==> src/rtl/stream_hub.sv <==
// stream_hub: round-robin merge of CHANNELS strobe/ack input streams into one
// DEPTH-word output FIFO, with a sticky aggregated exception flag.
//
// Ports
//   clk             rising-edge clock
//   rst             synchronous active-high reset
//   input_in        channel k data in bits [k*WIDTH +: WIDTH]
//   input_in_stb    per-channel data valid
//   input_in_ack    per-channel acknowledge (combinational, one-hot or zero)
//   output_out      FIFO head data (0 when empty)
//   output_out_stb  FIFO non-empty
//   output_out_ack  sink acknowledge; pop when stb and ack both high
//   exception_in    per-channel exception flags
//   exception       sticky exception, held until reset
//   exception_src   lowest channel index flagged on the first exception edge
//   output_out_tag  source channel of the head word (STREAM_HUB_TAG_EN only)
//
// Build option: define STREAM_HUB_TAG_EN to store and emit a per-word source tag.

module stream_hub #(
   parameter int unsigned CHANNELS = 4,
   parameter int unsigned WIDTH    = 32,
   parameter int unsigned DEPTH    = 4
) (
   input  logic                          clk,
   input  logic                          rst,
   input  logic [CHANNELS*WIDTH-1:0]     input_in,
   input  logic [CHANNELS-1:0]           input_in_stb,
   output logic [CHANNELS-1:0]           input_in_ack,
   output logic [WIDTH-1:0]              output_out,
   output logic                          output_out_stb,
   input  logic                          output_out_ack,
   input  logic [CHANNELS-1:0]           exception_in,
   output logic                          exception,
   output logic [$clog2(CHANNELS)-1:0]   exception_src
`ifdef STREAM_HUB_TAG_EN
   ,
   output logic [$clog2(CHANNELS)-1:0]   output_out_tag
`endif
);

   localparam int unsigned SRC_W = $clog2(CHANNELS);
   localparam int unsigned PTR_W = $clog2(DEPTH);
   localparam int unsigned CNT_W = $clog2(DEPTH + 1);
`ifdef STREAM_HUB_TAG_EN
   localparam int unsigned TAG_W = SRC_W;
`else
   localparam int unsigned TAG_W = 0;
`endif
   localparam int unsigned ENTRY_W = WIDTH + TAG_W;

   logic [ENTRY_W-1:0] mem [DEPTH];
   logic [PTR_W-1:0]   wr_ptr;
   logic [PTR_W-1:0]   rd_ptr;
   logic [CNT_W-1:0]   count;
   logic [SRC_W-1:0]   last_grant;

   logic               grant_found;
   logic [SRC_W-1:0]   grant_idx;
   int unsigned        cand;
   logic [SRC_W-1:0]   cand_idx;
   logic               push;
   logic               pop;
   logic               not_empty;
   logic [WIDTH-1:0]   sel_data;
   logic [ENTRY_W-1:0] wr_entry;
   logic [ENTRY_W-1:0] head_entry;

   logic               exc_found;
   logic [SRC_W-1:0]   exc_idx;
   int unsigned        exc_i;

   // Round-robin search starting one past the last accepted channel.
   always_comb begin
      grant_found = 1'b0;
      grant_idx   = '0;
      cand        = 0;
      cand_idx    = '0;
      for (int unsigned i = 0; i < CHANNELS; i++) begin
         cand     = (32'(last_grant) + 32'd1 + i) % CHANNELS;
         cand_idx = SRC_W'(cand);
         if (!grant_found && input_in_stb[cand_idx]) begin
            grant_found = 1'b1;
            grant_idx   = cand_idx;
         end
      end
   end

   // Push is refused whenever full, even if the sink pops in the same cycle.
   always_comb begin
      not_empty      = (count != '0);
      push           = grant_found && (count < CNT_W'(DEPTH)) && !rst;
      pop            = not_empty && output_out_ack && !rst;
      input_in_ack   = push ? (CHANNELS'(1) << grant_idx) : '0;
      output_out_stb = not_empty && !rst;
   end

   // Entry written into the FIFO: data, optionally prefixed by source tag.
   always_comb begin
      sel_data = input_in[32'(grant_idx) * WIDTH +: WIDTH];
`ifdef STREAM_HUB_TAG_EN
      wr_entry = {grant_idx, sel_data};
`else
      wr_entry = sel_data;
`endif
   end

   // Head presentation; reads zero while empty so stale storage never leaks out.
   always_comb begin
      head_entry = mem[rd_ptr];
      output_out = not_empty ? head_entry[WIDTH-1:0] : '0;
`ifdef STREAM_HUB_TAG_EN
      output_out_tag = not_empty ? head_entry[ENTRY_W-1 -: SRC_W] : '0;
`endif
   end

   // FIFO storage (no reset needed; occupancy is tracked by count).
   always_ff @(posedge clk) begin
      if (push) begin
         mem[wr_ptr] <= wr_entry;
      end
   end

   // Pointers, occupancy and arbitration history.
   always_ff @(posedge clk) begin
      if (rst) begin
         wr_ptr     <= '0;
         rd_ptr     <= '0;
         count      <= '0;
         last_grant <= SRC_W'(CHANNELS - 1);
      end else begin
         if (push) begin
            wr_ptr     <= wr_ptr + PTR_W'(1);
            last_grant <= grant_idx;
         end
         if (pop) begin
            rd_ptr <= rd_ptr + PTR_W'(1);
         end
         case ({push, pop})
            2'b10:   count <= count + CNT_W'(1);
            2'b01:   count <= count - CNT_W'(1);
            default: count <= count;
         endcase
      end
   end

   // Lowest asserted exception index.
   always_comb begin
      exc_found = 1'b0;
      exc_idx   = '0;
      exc_i     = 0;
      for (int unsigned i = 0; i < CHANNELS; i++) begin
         exc_i = i;
         if (!exc_found && exception_in[SRC_W'(exc_i)]) begin
            exc_found = 1'b1;
            exc_idx   = SRC_W'(exc_i);
         end
      end
   end

   // Sticky exception; source captured only on the first flagged edge.
   always_ff @(posedge clk) begin
      if (rst) begin
         exception     <= 1'b0;
         exception_src <= '0;
      end else if (!exception && exc_found) begin
         exception     <= 1'b1;
         exception_src <= exc_idx;
      end
   end

endmodule

==> config.mk <==
export PLATFORM = sky130hd
export DESIGN_NAME = stream_hub
export DESIGN_NICKNAME = d
export VERILOG_FILES = /design/src/rtl/stream_hub.sv
export SDC_FILE = /design/constraint.sdc
export NUM_CORES = 1
export LEC_CHECK = 0
export BUFFER_PORTS_ARGS = -buffer_cell sky130_fd_sc_hd__buf_2
export CAP_MARGIN = 40
export CORE_MARGIN = 2
export CORE_UTILIZATION = 50
export DETAILED_ROUTE_END_ITERATION = 16
export PLACE_DENSITY = 0.88
export SETUP_SLACK_MARGIN = 0.05
export SLEW_MARGIN = 15
export SYNTH_ARGS = -nofsm -noshare
export SYNTH_HDL_FRONTEND = slang
export SYNTH_SLANG_ARGS = --single-unit
==> constraint.sdc <==
create_clock -name clk -period 2.49 [get_ports clk]
set_input_delay 0.1245 -clock clk [delete_from_list [all_inputs] [get_ports clk]]
set_output_delay 0.1245 -clock clk [all_outputs]
set_load 0.03 [all_outputs]
Yosys cells after proc, flatten, opt, wreduce, memory -nomap -nowiden
Memories as Yosys holds them, arrays and structs flattened. A register that Yosys moved wholly into a read port is not among the register bits.
Cells that the tools add are included.
Storage, ports and cells
  bits in registers: 12
  memory bits (writable): 128
  bits of input ports: 139
  output and inout port bits: 40
  word-level logic and storage cells: 76
  memories kept: 1
Memory list
  mem: depth 4, width 32, read ports 1, clocked after Yosys merged registers in 1, write ports 1, RTL line 52  | logic [ENTRY_W-1:0] mem [DEPTH];
Operators by class
  add/subtract/negate cells: 8
  magnitude comparators: 5
  equality and inequality tests: 2
  shifts and indexed selects: 2
  muxes and demuxes: 30
  reduce and logical (&&, ||, !) cells: 22
Operators with widths (count)
  $shiftx 128x8->32: 1
  $mux 32: 1
  $mux 2: 8
  $mux 1: 15
  $logic_and 1x1->1: 12
  $lt 2x3->1 const B: 4
  $add 2x1->2 const B: 4
  $bmux 1 s2: 4
  $logic_not 1->1: 8
  $pmux 3 s2: 1
  $add 2x2->2 const B: 2
  $mux 4: 1
  $shl 1x2->4 const A: 1
  $add 3x1->3 const B: 1
  $lt 3x3->1 const B: 1
  $reduce_bool 3->1: 1
  $sub 3x1->3 const B: 1
  $eq 2x1->1 const B: 1
  $eq 2x2->1 const B: 1
  $reduce_bool 2->1: 1

Longest topological paths before layout
Gate-level depths: netlist (run 1).
  depth after elaboration: 17
  mapped depth: 9
  depth with buffers taken out: 9

Worst setup path after synthesis (run 1)
No wires, ideal clock.
  path kind: reg2reg
  start point: reg count[2]
  end point: mem mem[0][0] (netlist name) (enable)
  library setup time: 392 ps
  arrival: 1639 ps
  required time: 2098 ps
  setup slack: 459 ps
  cell stages (with the launch flop): 3
  path buffers: 0
  period minus slack after synthesis: 2031 ps
  cell sequence: dfxtp_1 > a211oi_1 > and2_1
On the way
  longest elaborated chain between the ends: 5
Ends and longest elaborated chain
  from (decl): RTL line 55  | logic [CNT_W-1:0] count;
  from (signal assigned): RTL line 140  | 2'b10: count <= count + CNT_W'(1);
  from (signal assigned): RTL line 141  | 2'b01: count <= count - CNT_W'(1);
  from (signal assigned): RTL line 142  | default: count <= count;
  $lt 3x3->1: RTL line 92  | push = grant_found && (count < CNT_W'(DEPTH)) && !rst;
  $logic_and 1x1->1 (2 in series): RTL line 92
  $mux 1: RTL line 119  | if (push) begin
  $mux 1 (implied by the code): RTL line 120  | mem[wr_ptr] <= wr_entry;
  to (decl): RTL line 52
No other way between the ends.

Worst setup path in the final report (run 1)
  start point: reg last_grant[0]
  end point: out input_in_ack[1]
On the way
  longest elaborated chain between the ends: 16
  elaborated cells between the ends (all ways): 30
  those cells by class: add/sub: 4; shift: 1; mux: 17; reduce/logical: 8
Ends and longest elaborated chain
  from (decl): RTL line 56  | logic [SRC_W-1:0] last_grant;
  from (signal assigned): RTL line 130  | last_grant <= SRC_W'(CHANNELS - 1);
  from (signal assigned): RTL line 134  | last_grant <= grant_idx;
  $add 2x1->2 *: RTL line 80  | cand = (32'(last_grant) + 32'd1 + i) % CHANNELS;
  branches (longest 14 deep; another with $add 2x1->2)
  $mux 4 *: RTL line 94  | input_in_ack = push ? (CHANNELS'(1) << grant_idx) : '0;
  to (decl): RTL line 29  | output logic [CHANNELS-1:0] input_in_ack,
Mark *: on every way between the ends. The select of a mux whose other input is x is not followed.

==> run_summary.xml, run 1 <==
<?xml version="1.0" encoding="UTF-8"?>
<metrics>
  <group name="floorplanning">
    <metric name="floorplan.die_area" unit="sq um">15300</metric>
    <metric name="placementRows" unit="">43</metric>
    <metric name="die_w" unit="microns">124</metric>
    <metric name="floorplan.initialDensity" unit="%">51.4</metric>
    <metric name="design.portCount" unit="">179</metric>
    <metric name="die_height" unit="microns">124</metric>
    <metric name="fp.coreArea" unit="sq um">13900</metric>
  </group>
  <group name="global_routing">
    <metric name="maximum_number_of_pins_on_one_net_before_global_route_repair" unit="">40</metric>
    <metric name="grt_overflow" unit="">0</metric>
    <metric name="track_usage" unit="%">27.6</metric>
    <metric name="grt_pass1_vias" unit="">5816</metric>
    <metric name="antenna_found_initial" unit="">0</metric>
    <metric name="grt_first_pass_wirelength" unit="microns">30900</metric>
  </group>
  <group name="setup_path">
    <metric name="crit_path_top_delay_cell" unit="">a21oi_4</metric>
    <metric name="endpoint_kind" unit="">output port</metric>
    <metric name="worst_ep_arrival_time" unit="ns">2.19</metric>
    <metric name="timing.setup.critical_path_class" unit="">reg -&gt; out</metric>
    <metric name="max_stage_delay" unit="ns">0.55</metric>
    <metric name="cp_max_fo" unit="">22</metric>
    <metric name="critical_path.top_delay_family" unit="">compound AO/OA/AOI/OAI gates</metric>
    <metric name="critPathBufInv" unit="">2</metric>
    <metric name="timing.critical_path.cells" unit="">nand2b_1, a21oi_4, buf_12, nor3_1, nor2_1, buf_2</metric>
    <metric name="start_kind" unit="">register</metric>
    <metric name="cp.required" unit="ns">2.37</metric>
  </group>
  <group name="timing">
    <metric name="fin_skew" unit="ns">0.00618</metric>
    <metric name="final-max-slew-violation-count" unit="">0</metric>
    <metric name="worst_slew_pin_slew" unit="ns">0.636</metric>
    <metric name="setup_tns" unit="ns">0</metric>
    <metric name="hold_violations" unit="">0</metric>
    <metric name="timing.final.crit_period" unit="ns">2.32</metric>
    <metric name="grt_setup_unrepaired" unit="">false</metric>
    <metric name="postLayoutSetupSlackWorst" unit="ns">0.171</metric>
    <metric name="layout_worst_path_cycle_share" unit="%">93.1</metric>
    <metric name="max_freq" unit="MHz">431</metric>
    <metric name="report.final.setup_viol" unit="">0</metric>
    <metric name="relSlewSlack" unit="%">57.5</metric>
  </group>
  <group name="drt">
    <metric name="firstDrtPassIters" unit="">7</metric>
    <metric name="remaining_drc_errors" unit="">0</metric>
    <metric name="route.antenna.remaining_nets" unit="">0</metric>
    <metric name="wl_per_cell" unit="microns">23.8</metric>
    <metric name="drt-total-wl" unit="microns">20800</metric>
    <metric name="vias" unit="">5818</metric>
    <metric name="drt-initial-drc-count" unit="">563</metric>
    <metric name="route.detailed.vias_per_inst" unit="">6.64</metric>
  </group>
  <group name="cts">
    <metric name="cts_buf_count" unit="">17</metric>
    <metric name="clock_tree_from_tritoncts" unit="">yes</metric>
    <metric name="maximum_buffer_depth_of_the_clock_tree" unit="">2</metric>
    <metric name="numClockSinks" unit="">142</metric>
    <metric name="cts.reportedPaths.clkPinSlew" unit="ns">0.06</metric>
    <metric name="worst_skew_pair.late_latency" unit="ns">0.41</metric>
    <metric name="h-tree-depth" unit="">4</metric>
    <metric name="ctsRootBufferMaster" unit="">clkbuf_16</metric>
  </group>
  <group name="pwr">
    <metric name="design_power_total" unit="mW">8.97</metric>
    <metric name="ir_drop" unit="mV">0.453</metric>
    <metric name="total_leakage_power" unit="nW">3.36</metric>
    <metric name="power.density" unit="nW/um^2">989</metric>
  </group>
  <group name="cells_and_area">
    <metric name="drive_gt1_share" unit="%">41.8</metric>
    <metric name="final_common_cell" unit="">buf_2</metric>
    <metric name="finalNonFillerCells" unit="">876</metric>
    <metric name="syn2layout_area_growth" unit="%">26.5</metric>
    <metric name="most-common-layout-cells" unit="">buf_2, edfxtp_1, o31ai_1, a41oi_1, nor2b_1</metric>
    <metric name="num-nets-final" unit="">828</metric>
    <metric name="final_util" unit="%">65.1</metric>
    <metric name="antenna_cells" unit="">0</metric>
  </group>
  <group name="synthesis">
    <metric name="postSynthNetCount" unit="">659</metric>
    <metric name="yosysSeqAreaShare" unit="%">57.5</metric>
    <metric name="yosys.cell_types.count" unit="">40</metric>
    <metric name="avgSynthCellArea" unit="sq um">13.9</metric>
    <metric name="synthCells" unit="">514</metric>
    <metric name="yosysWarningCount" unit="">0</metric>
    <metric name="synth_seq_cells" unit="">142</metric>
    <metric name="synth_area" unit="sq um">7170</metric>
  </group>
  <group name="status">
    <metric name="run_status" unit="">complete, no violations</metric>
  </group>
  <group name="job">
    <metric name="drv.max_cap_violation_count" unit="">0</metric>
  </group>
  <group name="place">
    <metric name="place.detailed.instances" unit="">839</metric>
    <metric name="weighted_congestion_reported_at_the_end_of_routability_driven_placement" unit="">0.869</metric>
    <metric name="hpwl" unit="microns">13100</metric>
    <metric name="port-buffer-count" unit="">178</metric>
    <metric name="place_worst_setup_slack" unit="ns">0.308</metric>
  </group>
  <group name="worst_hold_path">
    <metric name="hold_path.class" unit="">in -&gt; reg</metric>
  </group>
</metrics>
## logic make-up after synthesis
| family | Yosys count | share of synthesized area (%) |
|---|---|---|
| AOI/OAI and AO/OA | 178 | 19.9 |
| xor gates and xnor gates | 5 | 0.611 |
| adders and majority gates | 6 | 1.15 |
| buffers and inverters | 70 | 4.61 |
| DFF | 142 | 57.5 |
| muxes | 33 | 10.2 |
| and+or+nand+nor | 80 | 6.02 |
## worst paths after layout
| path | depth (start not counted) | slack, ns | startpoint | endpoint |
|---|---|---|---|---|
| hold / removal | 3 | 0.03 | exception_in[3] | exception$_SDFFE_PP0P_ |
| setup reg to reg | 9 | 0.20 | count[2]$_SDFFE_PP0P_ | count[2]$_SDFFE_PP0P_ |
| setup / recovery | 6 | 0.17 | last_grant[0]$_SDFFE_PP1P_ | input_in_ack[1] |
| hold reg to reg | 2 | 0.53 | exception_src[1]$_SDFFE_PP0P_ | exception_src[1]$_SDFFE_PP0P_ |
## cells in the mapped netlist
library cell | n | area share [%]
nor3_1 | 4 | 0.28
mux2i_1 | 1 | 0.14
nor2_1 | 26 | 1.4
xor2_1 | 4 | 0.49
a311o_1 | 1 | 0.14
a41oi_2 | 1 | 0.23
buf_1 | 2 | 0.10
a211o_1 | 1 | 0.12
edfxtp_1 | 128 | 54
nor3b_2 | 1 | 0.17
clkbuf_1 | 43 | 2.3
o21ai_0 | 2 | 0.14
o22ai_1 | 1 | 0.087
nand2b_1 | 4 | 0.35
a21oi_1 | 5 | 0.35
a21o_1 | 2 | 0.21
o21ai_1 | 1 | 0.070
a211oi_1 | 1 | 0.10
buf_2 | 9 | 0.63
a22oi_1 | 32 | 3.4
and2_1 | 4 | 0.35
nand3b_1 | 1 | 0.10
or3_1 | 1 | 0.087
o21a_1 | 2 | 0.21
a41oi_1 | 63 | 7.7
nand3_1 | 1 | 0.070
nand2_1 | 3 | 0.16
ha_1 | 5 | 0.87
fa_1 | 1 | 0.28
o211ai_1 | 1 | 0.10
mux4_2 | 32 | 10
buf_6 | 7 | 1.1
xnor2_1 | 1 | 0.12
dfxtp_1 | 14 | 3.9
a311oi_4 | 1 | 0.37
buf_4 | 1 | 0.10
or2_4 | 1 | 0.12
nor2b_1 | 34 | 3.0
inv_1 | 8 | 0.42
o31ai_1 | 64 | 6.7
## power breakdown
group / internal [mW] / total [mW] / switching (mW) / leakage (nW)
clock network: 1.89 / 2.86 / 0.969 / 0.319
logic: 1.10 / 2.88 / 1.78 / 1.75
registers: 3.09 / 3.24 / 0.151 / 1.29
## worst reg2reg max path, cell delays in order (launching register included)
cell and delay (ns):
dfxtp_1 0.43, nor3_2 0.09, nand2b_1 0.17, nor2_1 0.13, ha_1 0.21, inv_1 0.08
fa_1 0.38, xor2_1 0.18, or3_1 0.36, a21oi_1 0.18
## flip-flops by register name, indices dropped and copies added (netlist names), named ones only
| name | flops |
|---|---|
| mem | 128 |
| wr_ptr | 2 |
| rd_ptr | 2 |
| exception | 1 |
| last_grant | 2 |
| exception_src | 2 |
| count | 3 |
## per-layer routing
layer | GRT usage (%) | wire length, microns
met1 | 33.4 | 7590
met2 | 46.4 | 10400
met3 | 6.78 | 2120
met4 | 13.6 | 716
met5 | 0 | 0
## repair_timing
action,CTS,global route
endpoints found under the hold margin,1,0
gates cloned,1,0
setup endpoints to repair,2,8
resized for setup,0,1
hold buffers,1,0
pin swaps,1,1
setup buffers,0,2
## layout make-up
type	count	area, sq um
Clock inverter	13	235
Fill cell	982	4870
Inverter	8	30.0
Sequential cell	142	4130
Multi-Input combinational cell	303	2770
Timing Repair Buffer	211	1240
Tap cell	180	225
Clock buffer	19	433
## through the flow
step                      area, sq um  hold slack (ns)
final                            9070           0.0272
after global routing             9070           0.0142
after CTS                        9040          0.00933
after detailed placement         8350            0.430
after global placement           8350            0.390
after floorplan                  7170            0.285
Power figures use the tool's default switching activity.
==> run 2: changes to the inputs <==
--- a/config.mk
+++ b/config.mk
@@ -5,6 +5,7 @@
 export SDC_FILE = /design/constraint.sdc
 export NUM_CORES = 1
 export LEC_CHECK = 0
+export ABC_AREA = 1
 export BUFFER_PORTS_ARGS = -buffer_cell sky130_fd_sc_hd__buf_2
 export CAP_MARGIN = 40
 export CORE_MARGIN = 2
==> constraint.sdc (replaced) <==
create_clock -name clk -period 2.49 [get_ports clk]
set_input_delay 0 -clock clk [delete_from_list [all_inputs] [get_ports clk]]
set_output_delay 0 -clock clk [all_outputs]
set_load 0.03 [all_outputs]
==> run 2 against run 1 <==
  * Sequential cell count unchanged
  * Die area rose by 1.7%
  * Worst setup slack got worse by 0.088 ns
==> run_summary.xml, run 2 <==
<?xml version="1.0" encoding="UTF-8"?>
<metrics>
  <group name="global_routing">
    <metric name="track_usage" unit="%">25.0</metric>
    <metric name="grt_overflow" unit="">0</metric>
    <metric name="grt_pass1_vias" unit="">6463</metric>
    <metric name="grt_util_met1" unit="%">31.5</metric>
    <metric name="antenna_found_initial" unit="">0</metric>
    <metric name="grt_first_pass_wirelength" unit="microns">30800</metric>
    <metric name="grt_util_met2" unit="%">42.4</metric>
    <metric name="global_route.peak_usage_layer" unit="">met2</metric>
    <metric name="maximum_number_of_pins_on_one_net_before_global_route_repair" unit="">65</metric>
    <metric name="gr-usage-met3" unit="%">4.25</metric>
  </group>
  <group name="timing">
    <metric name="max_freq" unit="MHz">415</metric>
    <metric name="worst_slew_pin_slew" unit="ns">0.681</metric>
    <metric name="final-max-slew-violation-count" unit="">0</metric>
    <metric name="grt_setup_unrepaired" unit="">true</metric>
    <metric name="report.final.setup_viol" unit="">0</metric>
    <metric name="layout_worst_path_cycle_share" unit="%">96.7</metric>
    <metric name="fin_skew" unit="ns">0.0114</metric>
    <metric name="timing.final.crit_period" unit="ns">2.41</metric>
    <metric name="relSlewSlack" unit="%">54.6</metric>
    <metric name="hold_violations" unit="">0</metric>
  </group>
  <group name="cells_and_area">
    <metric name="most_flop_heavy_register" unit="">mem</metric>
    <metric name="largest_register_ff_count" unit="">128</metric>
    <metric name="finalNonFillerCells" unit="">1227</metric>
    <metric name="antenna_cells" unit="">0</metric>
    <metric name="final_cell_area" unit="sq um">9160</metric>
    <metric name="top_regs" unit="">mem (128), count (3)</metric>
    <metric name="final_common_cell" unit="">nand2_1</metric>
    <metric name="num-nets-final" unit="">1175</metric>
    <metric name="drive_gt1_share" unit="%">26.9</metric>
    <metric name="final_util" unit="%">63.8</metric>
    <metric name="syn2layout_area_growth" unit="%">25.6</metric>
    <metric name="most-common-layout-cells" unit="">nand2_1, buf_2, nor2_1, edfxtp_1</metric>
  </group>
  <group name="worst_hold_path">
    <metric name="hold_path.class" unit="">in -&gt; reg</metric>
    <metric name="hold_path_startpoint" unit="">input_in[111]</metric>
    <metric name="min_delay_worst_endpoint" unit="">mem[0][15]$_DFFE_PP_</metric>
    <metric name="hold_path_depth" unit="">5</metric>
  </group>
  <group name="drt">
    <metric name="drt-initial-drc-count" unit="">632</metric>
    <metric name="firstDrtPassIters" unit="">6</metric>
    <metric name="wl_per_cell" unit="microns">16.1</metric>
    <metric name="route.antenna.remaining_nets" unit="">0</metric>
    <metric name="route.detailed.vias_per_inst" unit="">5.46</metric>
    <metric name="remaining_drc_errors" unit="">0</metric>
    <metric name="drt-total-wl" unit="microns">19800</metric>
    <metric name="vias" unit="">6695</metric>
  </group>
  <group name="synthesis">
    <metric name="yosysWarningCount" unit="">0</metric>
    <metric name="synth_area" unit="sq um">7290</metric>
    <metric name="synthCells" unit="">850</metric>
    <metric name="yosys.cell_types.count" unit="">31</metric>
    <metric name="synth_flop_cell" unit="">edfxtp_1</metric>
    <metric name="postSynthNetCount" unit="">995</metric>
    <metric name="synth-edff-count" unit="">128</metric>
    <metric name="avgSynthCellArea" unit="sq um">8.58</metric>
    <metric name="netlist.top_cell.by_area" unit="">edfxtp_1</metric>
    <metric name="ys_top_cells_by_area" unit="">edfxtp_1, nand2_1, nor2_1</metric>
    <metric name="yosysMostFrequentCell" unit="">nand2_1</metric>
    <metric name="synth_top_cell_area_share" unit="%">52.7</metric>
    <metric name="proportion_of_register_bits_with_asynchronous_set_or_reset_after_synthesis" unit="%">0</metric>
    <metric name="post_synth_most_frequent_cells" unit="">nand2_1, nor2_1, edfxtp_1</metric>
    <metric name="yosysSeqAreaShare" unit="%">56.5</metric>
    <metric name="synth_seq_cells" unit="">142</metric>
  </group>
  <group name="floorplanning">
    <metric name="die_w" unit="microns">125</metric>
    <metric name="fp.coreArea" unit="sq um">14400</metric>
    <metric name="floorplan.die_area" unit="sq um">15600</metric>
    <metric name="die_height" unit="microns">125</metric>
    <metric name="floorplan.initialDensity" unit="%">50.8</metric>
    <metric name="design.portCount" unit="">179</metric>
    <metric name="placementRows" unit="">44</metric>
  </group>
  <group name="setup_path">
    <metric name="ff2ff_path_depth" unit="">16</metric>
    <metric name="regToRegSetupSlack" unit="ns">0.14</metric>
    <metric name="cp.required" unit="ns">2.49</metric>
    <metric name="endpoint_kind" unit="">output port</metric>
    <metric name="worst_ep_arrival_time" unit="ns">2.41</metric>
    <metric name="worstReg2RegEnd" unit="">count[1]$_SDFFE_PP0P_</metric>
    <metric name="timing.setup.critical_path_class" unit="">reg -&gt; out</metric>
    <metric name="cp_max_fo" unit="">13</metric>
    <metric name="start_kind" unit="">register</metric>
    <metric name="rr_startpoint" unit="">last_grant[0]$_SDFFE_PP1P_</metric>
  </group>
  <group name="pwr">
    <metric name="power.density" unit="nW/um^2">1680</metric>
    <metric name="p_sw" unit="mW">7.23</metric>
    <metric name="ir_drop" unit="mV">1.18</metric>
    <metric name="switching_share" unit="%">47.0</metric>
    <metric name="power_frac_comb" unit="%">54.5</metric>
    <metric name="total_leakage_power" unit="nW">4.14</metric>
    <metric name="power.share.sequential" unit="%">29.9</metric>
    <metric name="cell_internal_pwr" unit="mW">8.16</metric>
    <metric name="clockPowerShare" unit="%">15.5</metric>
  </group>
  <group name="job">
    <metric name="drv.max_cap_violation_count" unit="">0</metric>
  </group>
  <group name="place">
    <metric name="port-buffer-count" unit="">178</metric>
    <metric name="hpwl" unit="microns">12800</metric>
    <metric name="weighted_congestion_reported_at_the_end_of_routability_driven_placement" unit="">0.877</metric>
    <metric name="place.detailed.instances" unit="">1182</metric>
    <metric name="placement.cell_area" unit="sq um">8390</metric>
  </group>
  <group name="cts">
    <metric name="cts.reportedPaths.clkPinSlew" unit="ns">0.07</metric>
    <metric name="clock_tree_from_tritoncts" unit="">yes</metric>
    <metric name="worst_skew_pair.late_latency" unit="ns">0.43</metric>
    <metric name="h-tree-depth" unit="">4</metric>
    <metric name="cts_buf_count" unit="">17</metric>
    <metric name="numClockSinks" unit="">142</metric>
    <metric name="ctsRootBufferMaster" unit="">clkbuf_16</metric>
    <metric name="maximum_buffer_depth_of_the_clock_tree" unit="">2</metric>
  </group>
  <group name="status">
    <metric name="run_status" unit="">complete, no violations</metric>
  </group>
</metrics>
run 2: cell types whose count changed after synthesis, moves of 34 or more:
cell and change:
nor2b_1 -34, a21oi_1 +39, a41oi_1 -63, nand2_1 +263
o21ai_0 +71, nor2_1 +118, o31ai_1 -64, nand3_1 +70
run 2: stage by stage:
stage | total power [mW] | setup WS (ns) | setup TNS [ns] | hold slack, ns
after detailed placement | 12.4 | 0.0976 | 0 | 0.313
after CTS | 14.9 | 0.0705 | 0 | 0.00244
final | 15.4 | 0.0825 | 0 | 0.0184
after floorplan | 10.4 | -0.0483 | -6.18 | 0.187
after global routing | 16.4 | -0.0561 | -0.149 | 0.0408
after global placement | 12.2 | 0.160 | 0 | 0.298
run 2: worst max-delay path, stage by stage (launching register included):
cell	delay (ns)
dfxtp_4	0.37
buf_6	0.14
nand2_1	0.07
nand2_2	0.11
nand2_1	0.08
nand2_1	0.13
nand2_2	0.09
nor2_2	0.17
nand2_1	0.09
nand2_2	0.08
a21oi_4	0.06
inv_4	0.09
buf_12	0.14
nand2_1	0.07
nor2_1	0.10
buf_4	0.17
run 2: cells by family after synthesis:
family	count (synthesis)	share of synthesized area, %
AOI/OAI and AO/OA	123	8.78
adders and majority gates	6	1.13
buffers and inverters	82	5.92
DFF	142	56.5
and+or+nand+nor	497	27.6
run 2: final cells by class:
| class | count | area (sq um) |
|---|---|---|
| fillers | 1104 | 5210 |
| flip-flops and latches | 142 | 4130 |
| well taps | 184 | 230 |
| clock buffers | 17 | 425 |
| multi-input cells | 626 | 2790 |
| inverters | 29 | 120 |
| repair buffers | 214 | 1320 |
| clock inverters | 15 | 144 |
run 2: repair_timing:
action	in CTS	in global routing
gates cloned	0	1
endpoints found under the hold margin	10	0
pin swaps	0	5
resized for setup	2	27
setup endpoints to repair	3	136
buffers inserted	1	3
hold buffers	8	0
run 2: worst max path at each step:
stage                                     from                    end
CTS                 last_grant[1]$_SDFFE_PP1P_  count[2]$_SDFFE_PP0P_
global route        last_grant[0]$_SDFFE_PP1P_        input_in_ack[2]
detailed placement  last_grant[1]$_SDFFE_PP1P_  count[2]$_SDFFE_PP0P_
global placement    last_grant[0]$_SDFFE_PP1P_  count[2]$_SDFFE_PP0P_
finish              last_grant[0]$_SDFFE_PP1P_        input_in_ack[2]
floorplan           last_grant[0]$_SDFFE_PP1P_    mem[0][0]$_DFFE_PP_
run 2: power by group through the flow:
stage | registers, mW | logic [mW] | clock network, mW
4_1_cts | 4.59 | 7.90 | 2.41
6_report | 4.61 | 8.39 | 2.39
5_1_grt | 4.68 | 9.19 | 2.52
2_1_floorplan | 4.58 | 5.79 | 0
3_3_place_gp | 4.60 | 7.57 | 0
3_5_place_dp | 4.63 | 7.78 | 0
run 2: layer usage:
metal / vias to the layer above / wire (microns)
li1: 3194 / -
met1: 3056 / 7440
met2: 382 / 9870
met3: 63 / 1840
met4: 0 / 661
met5: - / 0
